==> src/rtl/player_input_pkg.sv <==
// Shared constants for the player input path: fire FSM encodings and default
// playfield bounds, so the renderer clamps against the same limits.
package player_input_pkg;

  localparam int unsigned XW_DEF     = 7;
  localparam int unsigned YW_DEF     = 6;
  localparam int unsigned X_MAX_DEF  = 79;
  localparam int unsigned Y_MAX_DEF  = 59;
  localparam int unsigned X_INIT_DEF = 40;
  localparam int unsigned Y_INIT_DEF = 50;

  typedef enum logic [1:0] {
    IDLE = 2'd0,
    REQ  = 2'd1,
    COOL = 2'd2
  } fire_state_e;

endpackage

==> src/rtl/fire_ctrl.sv <==
// Fire request/acknowledge handshake with a frame-counted cooldown; captures
// the player position at the moment a fire press is accepted.
module fire_ctrl
  import player_input_pkg::*;
#(
  parameter int unsigned XW              = XW_DEF,
  parameter int unsigned YW              = YW_DEF,
  parameter int unsigned COOLDOWN_FRAMES = 4
) (
  input  logic          sysclk,
  input  logic          reset,
  input  logic          fire_p,
  input  logic          frame_tick,
  input  logic          fire_ack,
  input  logic [XW-1:0] x_pos,
  input  logic [YW-1:0] y_pos,
  output logic          fire_req,
  output logic [XW-1:0] fire_x,
  output logic [YW-1:0] fire_y,
  output logic          fire_drop
);

  localparam int unsigned CW       = (COOLDOWN_FRAMES < 2) ? 1 : $clog2(COOLDOWN_FRAMES + 1);
  localparam int unsigned CNT_LAST = (COOLDOWN_FRAMES == 0) ? 0 : COOLDOWN_FRAMES - 1;

  fire_state_e   state_q;
  logic [CW-1:0] cnt_q;
  logic          fire_req_q;
  logic          fire_drop_q;
  logic [XW-1:0] fire_x_q;
  logic [YW-1:0] fire_y_q;

  always_ff @(posedge sysclk) begin
    if (reset) begin
      state_q     <= IDLE;
      cnt_q       <= '0;
      fire_req_q  <= 1'b0;
      fire_drop_q <= 1'b0;
      fire_x_q    <= '0;
      fire_y_q    <= '0;
    end else begin
      fire_drop_q <= 1'b0;
      case (state_q)
        IDLE: begin
          if (fire_p) begin
            state_q    <= REQ;
            fire_req_q <= 1'b1;
            fire_x_q   <= x_pos;
            fire_y_q   <= y_pos;
          end
        end
        REQ: begin
          fire_drop_q <= fire_p;
          if (fire_ack) begin
            fire_req_q <= 1'b0;
            cnt_q      <= '0;
            state_q    <= (COOLDOWN_FRAMES == 0) ? IDLE : COOL;
          end
        end
        COOL: begin
          fire_drop_q <= fire_p;
          // Leave on the last counted frame tick so IDLE is live the cycle after it.
          if (frame_tick) begin
            if (cnt_q == CW'(CNT_LAST)) begin
              cnt_q   <= '0;
              state_q <= IDLE;
            end else begin
              cnt_q <= cnt_q + 1'b1;
            end
          end
        end
        default: state_q <= IDLE;
      endcase
    end
  end

  assign fire_req  = fire_req_q;
  assign fire_drop = fire_drop_q;
  assign fire_x    = fire_x_q;
  assign fire_y    = fire_y_q;

endmodule

==> src/rtl/player_input_ctrl.sv <==
// Turns debounced button pulses into per-frame clamped tile moves and a
// fire request handshake for the game logic.
module player_input_ctrl
  import player_input_pkg::*;
#(
  parameter int unsigned XW              = XW_DEF,
  parameter int unsigned YW              = YW_DEF,
  parameter int unsigned X_MAX           = X_MAX_DEF,
  parameter int unsigned Y_MAX           = Y_MAX_DEF,
  parameter int unsigned X_INIT          = X_INIT_DEF,
  parameter int unsigned Y_INIT          = Y_INIT_DEF,
  parameter int unsigned STEP            = 1,
  parameter int unsigned COOLDOWN_FRAMES = 4
) (
  input  logic          sysclk,
  input  logic          reset,
  input  logic          left_p,
  input  logic          right_p,
  input  logic          up_p,
  input  logic          down_p,
  input  logic          fire_p,
  input  logic          frame_tick,
  input  logic          fire_ack,
  output logic [XW-1:0] x_pos,
  output logic [YW-1:0] y_pos,
  output logic          moved,
  output logic          fire_req,
  output logic [XW-1:0] fire_x,
  output logic [YW-1:0] fire_y,
  output logic          fire_drop
);

  localparam logic [XW:0] X_MAX_E  = (XW+1)'(X_MAX);
  localparam logic [XW:0] X_STEP_E = (XW+1)'(STEP);
  localparam logic [XW:0] X_RLIM   = (XW+1)'(X_MAX - STEP + 1);
  localparam logic [YW:0] Y_MAX_E  = (YW+1)'(Y_MAX);
  localparam logic [YW:0] Y_STEP_E = (YW+1)'(STEP);
  localparam logic [YW:0] Y_DLIM   = (YW+1)'(Y_MAX - STEP + 1);

  // Pending bits ordered {down, up, right, left}.
  logic [3:0]    pend_q, pend_d, pulses;
  logic [XW-1:0] x_q, x_d;
  logic [YW-1:0] y_q, y_d;
  logic          moved_q, moved_d;
  logic [XW:0]   x_ext, x_nx;
  logic [YW:0]   y_ext, y_nx;

  assign pulses = {down_p, up_p, right_p, left_p};

  // Pulses coinciding with a frame tick are held over for the next frame.
  always_comb begin
    pend_d  = frame_tick ? pulses : (pend_q | pulses);
    x_ext   = {1'b0, x_q};
    y_ext   = {1'b0, y_q};
    x_nx    = x_ext;
    y_nx    = y_ext;
    x_d     = x_q;
    y_d     = y_q;
    moved_d = 1'b0;

    if (pend_q[1] && !pend_q[0]) begin
      x_nx = (x_ext >= X_RLIM) ? X_MAX_E : x_ext + X_STEP_E;
    end else if (pend_q[0] && !pend_q[1]) begin
      x_nx = (x_ext < X_STEP_E) ? '0 : x_ext - X_STEP_E;
    end

    if (pend_q[3] && !pend_q[2]) begin
      y_nx = (y_ext >= Y_DLIM) ? Y_MAX_E : y_ext + Y_STEP_E;
    end else if (pend_q[2] && !pend_q[3]) begin
      y_nx = (y_ext < Y_STEP_E) ? '0 : y_ext - Y_STEP_E;
    end

    if (frame_tick) begin
      x_d     = x_nx[XW-1:0];
      y_d     = y_nx[YW-1:0];
      moved_d = (x_d != x_q) || (y_d != y_q);
    end
  end

  always_ff @(posedge sysclk) begin
    if (reset) begin
      pend_q  <= '0;
      x_q     <= XW'(X_INIT);
      y_q     <= YW'(Y_INIT);
      moved_q <= 1'b0;
    end else begin
      pend_q  <= pend_d;
      x_q     <= x_d;
      y_q     <= y_d;
      moved_q <= moved_d;
    end
  end

  assign x_pos = x_q;
  assign y_pos = y_q;
  assign moved = moved_q;

  fire_ctrl #(
    .XW              (XW),
    .YW              (YW),
    .COOLDOWN_FRAMES (COOLDOWN_FRAMES)
  ) u_fire_ctrl (
    .sysclk     (sysclk),
    .reset      (reset),
    .fire_p     (fire_p),
    .frame_tick (frame_tick),
    .fire_ack   (fire_ack),
    .x_pos      (x_q),
    .y_pos      (y_q),
    .fire_req   (fire_req),
    .fire_x     (fire_x),
    .fire_y     (fire_y),
    .fire_drop  (fire_drop)
  );

endmodule

==> config.mk <==
export PLATFORM = sky130hd
export DESIGN_NAME = player_input_ctrl
export DESIGN_NICKNAME = d
export VERILOG_FILES = /design/src/rtl/player_input_pkg.sv /design/src/rtl/fire_ctrl.sv /design/src/rtl/player_input_ctrl.sv
export SDC_FILE = /design/constraint.sdc
export NUM_CORES = 1
export LEC_CHECK = 0
export CORE_UTILIZATION = 45
export DETAILED_ROUTE_END_ITERATION = 16
export PLACE_DENSITY_LB_ADDON = 0.05
export SYNTH_ARGS = -nofsm -noshare
export SYNTH_HDL_FRONTEND = slang
export SYNTH_SLANG_ARGS = --single-unit
==> constraint.sdc <==
create_clock -name sysclk -period 3.5 [get_ports sysclk]
set_input_delay 0.35 -clock sysclk [delete_from_list [all_inputs] [get_ports sysclk]]
set_output_delay 0.35 -clock sysclk [all_outputs]
set_load 0.01 [all_outputs]
==> reports/qor.yml, run 1 <==
status:
  status: "complete, no violations"
synthesis:
  ys_top_cells_by_area: "dfxtp_1 (32%), a21oi_1 (8.0%), nand2_1 (7.9%), ha_1 (4.2%), o21ai_0 (4.0%)"
  yosys_warnings: 0
  yosysMostFrequentCell: "nand2_1"
  synth_edf_count: 0
  synthArstFlopShare_pct: 0
  synth-main-ff-cell: "dfxtp_1"
  synthTopCellsByCount: "nand2_1 (50), a21oi_1 (38), dfxtp_1 (38)"
  netlist_area_um2: 2364
  yosysSeqAreaShare_pct: 32.19
  synth_area_per_cell_um2: 7.432
  syn-num-nets: 335
  netlist-cell-type-count: 56
  syn-instance-count: 318
  yosysTopAreaCellShare_pct: 32.19
  ys_ff_latch: 38
  synth_area_leader_cell: "dfxtp_1"
clock_network:
  cts_setup_buffers: 0
  tritoncts: "done"
  clk_latency_ns: 0.29
  clkTransAtPathRegs_ns: 0.08
  cts_buffer_depth: 2
  clock-sinks: 38
  cts_root_buf: "clkbuf_8"
  cts_buffers: 5
  htreeDepth: 2
  cts_hold_buffers: 0
  cts_resized: 0
worst_setup_path:
  start_kind: "register"
  crit_type: "register to register"
  setup.worst_path.end_class: "register"
  reg2reg_setup_slack_ns: 1.22
  crit_slowest_cell: "dfxtp_1"
  max_stage_delay_ns: 0.53
  cp_data_arrival_time_ns: 2.44
  critPathRequiredTime_ns: 3.66
  critPathMaxFanout: 10
  cp_cell_sequence: "inv_1 -> ha_1 -> or4b_1 -> nor2_1 -> a221o_1 -> a2111oi_1 -> a41oi_2"
sta:
  setup_viol: 0
  fin_crit_sh_pct: 65.14
  finalSetupTns_ns: 0
  slew_headroom_pct: 28.09
  finalClockSkew_ns: 0.004597
  fin_crit_ns: 2.280
  fmax_mhz: 438.6
  hold_violations: 0
  drv_slew: 0
  rsz0062_at_grt: "false"
  worst_slew_pin_slew_ns: 1.075
  setup_slack_ns: 1.220
power_and_ir_drop:
  peakVddDrop_mv: 0.2262
  power_density_nw_per_um2: 435.5
  power.leakage_nw: 1.033
  p_total_mw: 1.245
die:
  initial_core_util_pct: 46.57
  dieArea_um2: 5546
  io_pins: 38
  die_w_um: 74.47
  die_height_um: 74.47
  core_um2: 5075
  fp-row-count: 26
grt:
  antenna_found_initial: 0
  grt_pass1_wl_um: 10090
  grt_use_total_pct: 23.32
  overflow: 0
  grt_pass1_vias: 2099
  grt_max_degree: 29
drt:
  drtPass1Iterations: 5
  wl_per_cell_um: 14.95
  ant_nets: 0
  viasPerCell: 5.900
  vias: 2419
  post-route-drc-count: 0
  drtIter0Drc: 178
  wl_um: 6130
cells_and_area:
  fillers: 511
  register_area_um2: 760.7
  num_antenna_cells: 0
  area_delta_synth_final_pct: 20.96
  drive_gt1_share_pct: 5.588
  multi_input_area_um2: 1441
  nets: 356
placed_design:
  gp_congestion: 0.8953
  hpwl_um: 4137
  pre_cts_slack_ns: 1.235
  port_buffers: 37
job:
  drv_cap: 0
worst_hold_path:
  hold_path_class: "register to register"
-- state kept, by name (all words and copies together) (netlist names) --
| signal | flops |
|---|---|
| u_fire_ctrl.fire_x | 7 |
| u_fire_ctrl.fire_drop | 1 |
| pend_q | 4 |
| y_pos | 6 |
| u_fire_ctrl.cnt_q | 3 |
| x_pos | 7 |
| moved | 1 |
| u_fire_ctrl.state_q | 2 |
| u_fire_ctrl.fire_req | 1 |
| u_fire_ctrl.fire_y | 6 |
-- where the power goes --
group | internal, mW | total [mW] | switching (mW)
Combinational | 0.124 | 0.269 | 0.145
Clock | 0.304 | 0.471 | 0.167
Sequential | 0.463 | 0.505 | 0.0415
Total | 0.892 | 1.25 | 0.354
-- per-stage QoR --
step	cells	cell area [um^2]	hold WS (ns)	utilization (%)
CTS	410	2859	0.4592	56.34
floorplan	318	2364	0.4499	-
detailed placement	402	2716	0.4479	53.53
global route	410	2859	0.4770	56.34
finish	410	2859	0.4580	56.34
global placement	402	2716	0.4426	53.53
-- per-layer routing --
| metal | up-vias | GRT usage (%) | part of all wire, % | wire, um |
|---|---|---|---|---|
| met5 | - | 0 | 0 | 0 |
| met4 | 0 | 7.128 | 1.2 | 73 |
| met3 | 8 | 4.336 | 4.6 | 281 |
| met2 | 86 | 36.94 | 47 | 2896 |
| met1 | 1152 | 32.10 | 47 | 2879 |
| li1 | 1173 | - | - | - |
-- cells in the final DEF (no fill, tap or decap), drive strengths merged, types with 8 or more instances in the layout --
cell type and count:
clkdlybuf4s50 37, inv 11, ha 8, nand2 50
a21oi 38, o21ai 21, nor3 9, nand3 11
dfxtp 38, nor2 21, nand2b 9
-- worst paths after layout --
path / start / endpoint / cells after the start
worst min-delay path: u_fire_ctrl.fire_x[3]$_SDFFE_PP0P_ / u_fire_ctrl.fire_x[3]$_SDFFE_PP0P_ / 2
worst min register to register: u_fire_ctrl.fire_x[3]$_SDFFE_PP0P_ / u_fire_ctrl.fire_x[3]$_SDFFE_PP0P_ / 2
worst max-delay path: y_pos[0]$_SDFFE_PP0P_ / moved$_SDFF_PP0_ / 7
worst max register to register: y_pos[0]$_SDFFE_PP0P_ / moved$_SDFF_PP0_ / 7
-- kinds of logic after synthesis --
logic type,count (synthesis),synth area share [%]
buffers and inverters,36,6.829
flip-flops,38,32.19
XOR/XNOR,1,0.3706
adder cells (fa/ha/maj),8,4.235
AO/OA/AOI/OAI,95,25.15
multiplexers,4,1.694
AND/OR/NAND/NOR,136,29.54
-- worst max-delay path, delay by kind of cell, from the launching register on --
family                     cells  cell delay [ns]
AOI/OAI and AO/OA              3             0.88
DFF                            1             0.53
and+or+nand+nor                2             0.32
adders and majority gates      1             0.30
buffers and inverters          1             0.12
-- layout make-up --
cell class,count,area share (%)
multi-input cells,244,50.42
flip-flops and latches,38,26.61
repair buffers,39,13.48
well taps,70,3.063
clock buffers,6,2.888
clock inverters,2,2.101
inverters,11,1.444
Note: power is estimated with default switching activity, not from simulation.
==> run 2: changes to the inputs <==
==> constraint.sdc (replaced) <==
create_clock -name sysclk -period 1.9 [get_ports sysclk]
set_input_delay 0.19 -clock sysclk [delete_from_list [all_inputs] [get_ports sysclk]]
set_output_delay 0.19 -clock sysclk [all_outputs]
set_load 0.01 [all_outputs]
==> run 2 against run 1 <==
Net effect: global-route usage rose by 0.71 points; non-clock buffer count increased by 26; combinational power is 120% higher; clock-buffer cell count did not move; setup slack lost 1.2 ns; via count shrank 0.50%; register-to-register slack worse by 1.2 ns; routed wire length increased by 3.6%; core utilization rose by 5.5 points; largest power group unchanged.
==> reports/qor.yml, run 2 (synthesis gave the netlist of run 1 again) <==
status:
  status: "complete, no violations"
cells_and_area:
  area_delta_synth_final_pct: 32.77
  layout_commonest_cell: "nand2_1"
  num_antenna_cells: 0
  multi_input_area_um2: 1500
  nets: 382
  register_area_um2: 770.7
  drive_gt1_share_pct: 15.85
  final_cell_mix: "nand2_1 (50), a21oi_1 (38), clkdlybuf4s50_1 (37), dfxtp_1 (34), buf_4 (27)"
  fillers: 486
clock_network:
  clkTransAtPathRegs_ns: 0.08
  cts_buffer_depth: 2
  htreeDepth: 2
  cts_buffers: 5
  cts_root_buf: "clkbuf_8"
  clock-sinks: 38
  clk_latency_ns: 0.29
  tritoncts: "done"
  cts_hold_buffers: 0
die:
  die_height_um: 74.47
  dieArea_um2: 5546
  die_w_um: 74.47
  io_pins: 38
  fp-row-count: 26
  core_um2: 5075
  initial_core_util_pct: 46.57
worst_setup_path:
  start_kind: "register"
  cp_num_buf_inv: 1
  cp_data_arrival_time_ns: 2.01
  max_stage_delay_ns: 0.48
  critPathMaxFanout: 4
  crit_type: "register to register"
  setup.worst_path.end_class: "register"
  crit_family: "simple AND/OR/NAND/NOR gates"
  critPathRequiredTime_ns: 2.06
  cp_cell_sequence: "inv_4 -> ha_4 -> or4b_4 -> o211ai_1 -> o2111ai_2 -> nor4b_4 -> a41oi_2"
  crit_slowest_cell: "or4b_4"
drt:
  wl_per_cell_um: 14.57
  ant_nets: 0
  vias: 2407
  post-route-drc-count: 0
  wl_um: 6353
  drtPass1Iterations: 4
  viasPerCell: 5.521
  drtIter0Drc: 263
placed_design:
  gp_congestion: 0.8986
  port_buffers: 37
  pre_cts_slack_ns: 0.01835
  hpwl_um: 4455
power_and_ir_drop:
  power.leakage_nw: 1.192
  peakVddDrop_mv: 0.4854
  power_density_nw_per_um2: 749.5
sta:
  rsz0062_at_grt: "true"
  fmax_mhz: 540.5
  worst_slew_pin_slew_ns: 0.5500
  hold_violations: 0
  drv_slew: 0
  fin_crit_sh_pct: 97.37
  finalSetupTns_ns: 0
  setup_viol: 0
  finalClockSkew_ns: 0.007121
  setup_slack_ns: 0.04999
  slew_headroom_pct: 63.11
  fin_hold_ws_ns: 0.4547
  fin_crit_ns: 1.850
worst_hold_path:
  hold_path_class: "register to register"
job:
  drv_cap: 0
grt:
  grt_pass1_vias: 2104
  grt_use_total_pct: 24.02
  overflow: 0
  antenna_found_initial: 0
  grt_max_degree: 39
  grt_pass1_wl_um: 10290
[run 2: cell count changes in the layout (fill, tap and decap cells not counted), moves of 2 or more]
cell / before / now
dfxtp_1: 38 / 34
inv_1: 11 / 9
dfxtp_4: 0 / 2
dfxtp_2: 0 / 2
buf_4: 2 / 27
[run 2: what timing repair did]
item                                    CTS  global route
endpoints found under the setup margin    0             2
resized for setup                         0             9
buffers inserted                          0             1
[run 2: path summary, 6_finish.rpt]
check	start	slack, ns	end	depth (start not counted)
worst min-delay path	u_fire_ctrl.fire_x[4]$_SDFFE_PP0P_	0.45	u_fire_ctrl.fire_x[4]$_SDFFE_PP0P_	2
worst min register to register	u_fire_ctrl.fire_x[4]$_SDFFE_PP0P_	0.45	u_fire_ctrl.fire_x[4]$_SDFFE_PP0P_	2
worst max register to register	y_pos[0]$_SDFFE_PP0P_	0.05	moved$_SDFF_PP0_	7
worst max-delay path	y_pos[0]$_SDFFE_PP0P_	0.05	moved$_SDFF_PP0_	7
[run 2: area by class of cell]
class,instances,share of cell area (%)
Inverter,11,1.396
Clock buffer,6,2.632
Clock inverter,2,1.914
Sequential cell,38,24.56
Tap cell,70,2.791
Timing Repair Buffer,65,18.90
Multi-Input combinational cell,244,47.81
[run 2: worst min-delay path: stages (launching register included)]
cell and delay [ns]:
dfxtp_1 0.31, nand2_1 0.05, a21oi_1 0.05
[run 2: where the power goes]
| group | internal, mW | leakage [nW] | total (mW) | switching, mW |
|---|---|---|---|---|
| logic | 0.276 | 0.808 | 0.594 | 0.319 |
| registers | 0.854 | 0.312 | 0.898 | 0.0443 |
| clock network | 0.560 | 0.0714 | 0.859 | 0.299 |
| total | 1.69 | 1.19 | 2.35 | 0.662 |
[run 2: stage by stage]
stage	cell area, um^2	total power [mW]	util (%)	instances
after floorplan	2411	1.288	-	318
after global placement	2950	1.490	58.14	427
after detailed placement	2950	1.495	58.14	427
after CTS	3093	2.354	60.95	435
after global routing	3138	2.473	61.83	436
final	3138	2.352	61.83	436
[run 2: routing by layer]
layer | track usage [%] | share of wire (%) | wire, um | vias to the layer above
met5 | 0 | 0 | 0 | -
met4 | 6.289 | 1.1 | 72 | 0
met1 | 34.46 | 49 | 3125 | 1098
li1 | - | - | - | 1226
met2 | 36.24 | 43 | 2757 | 76
met3 | 5.285 | 6.3 | 398 | 7
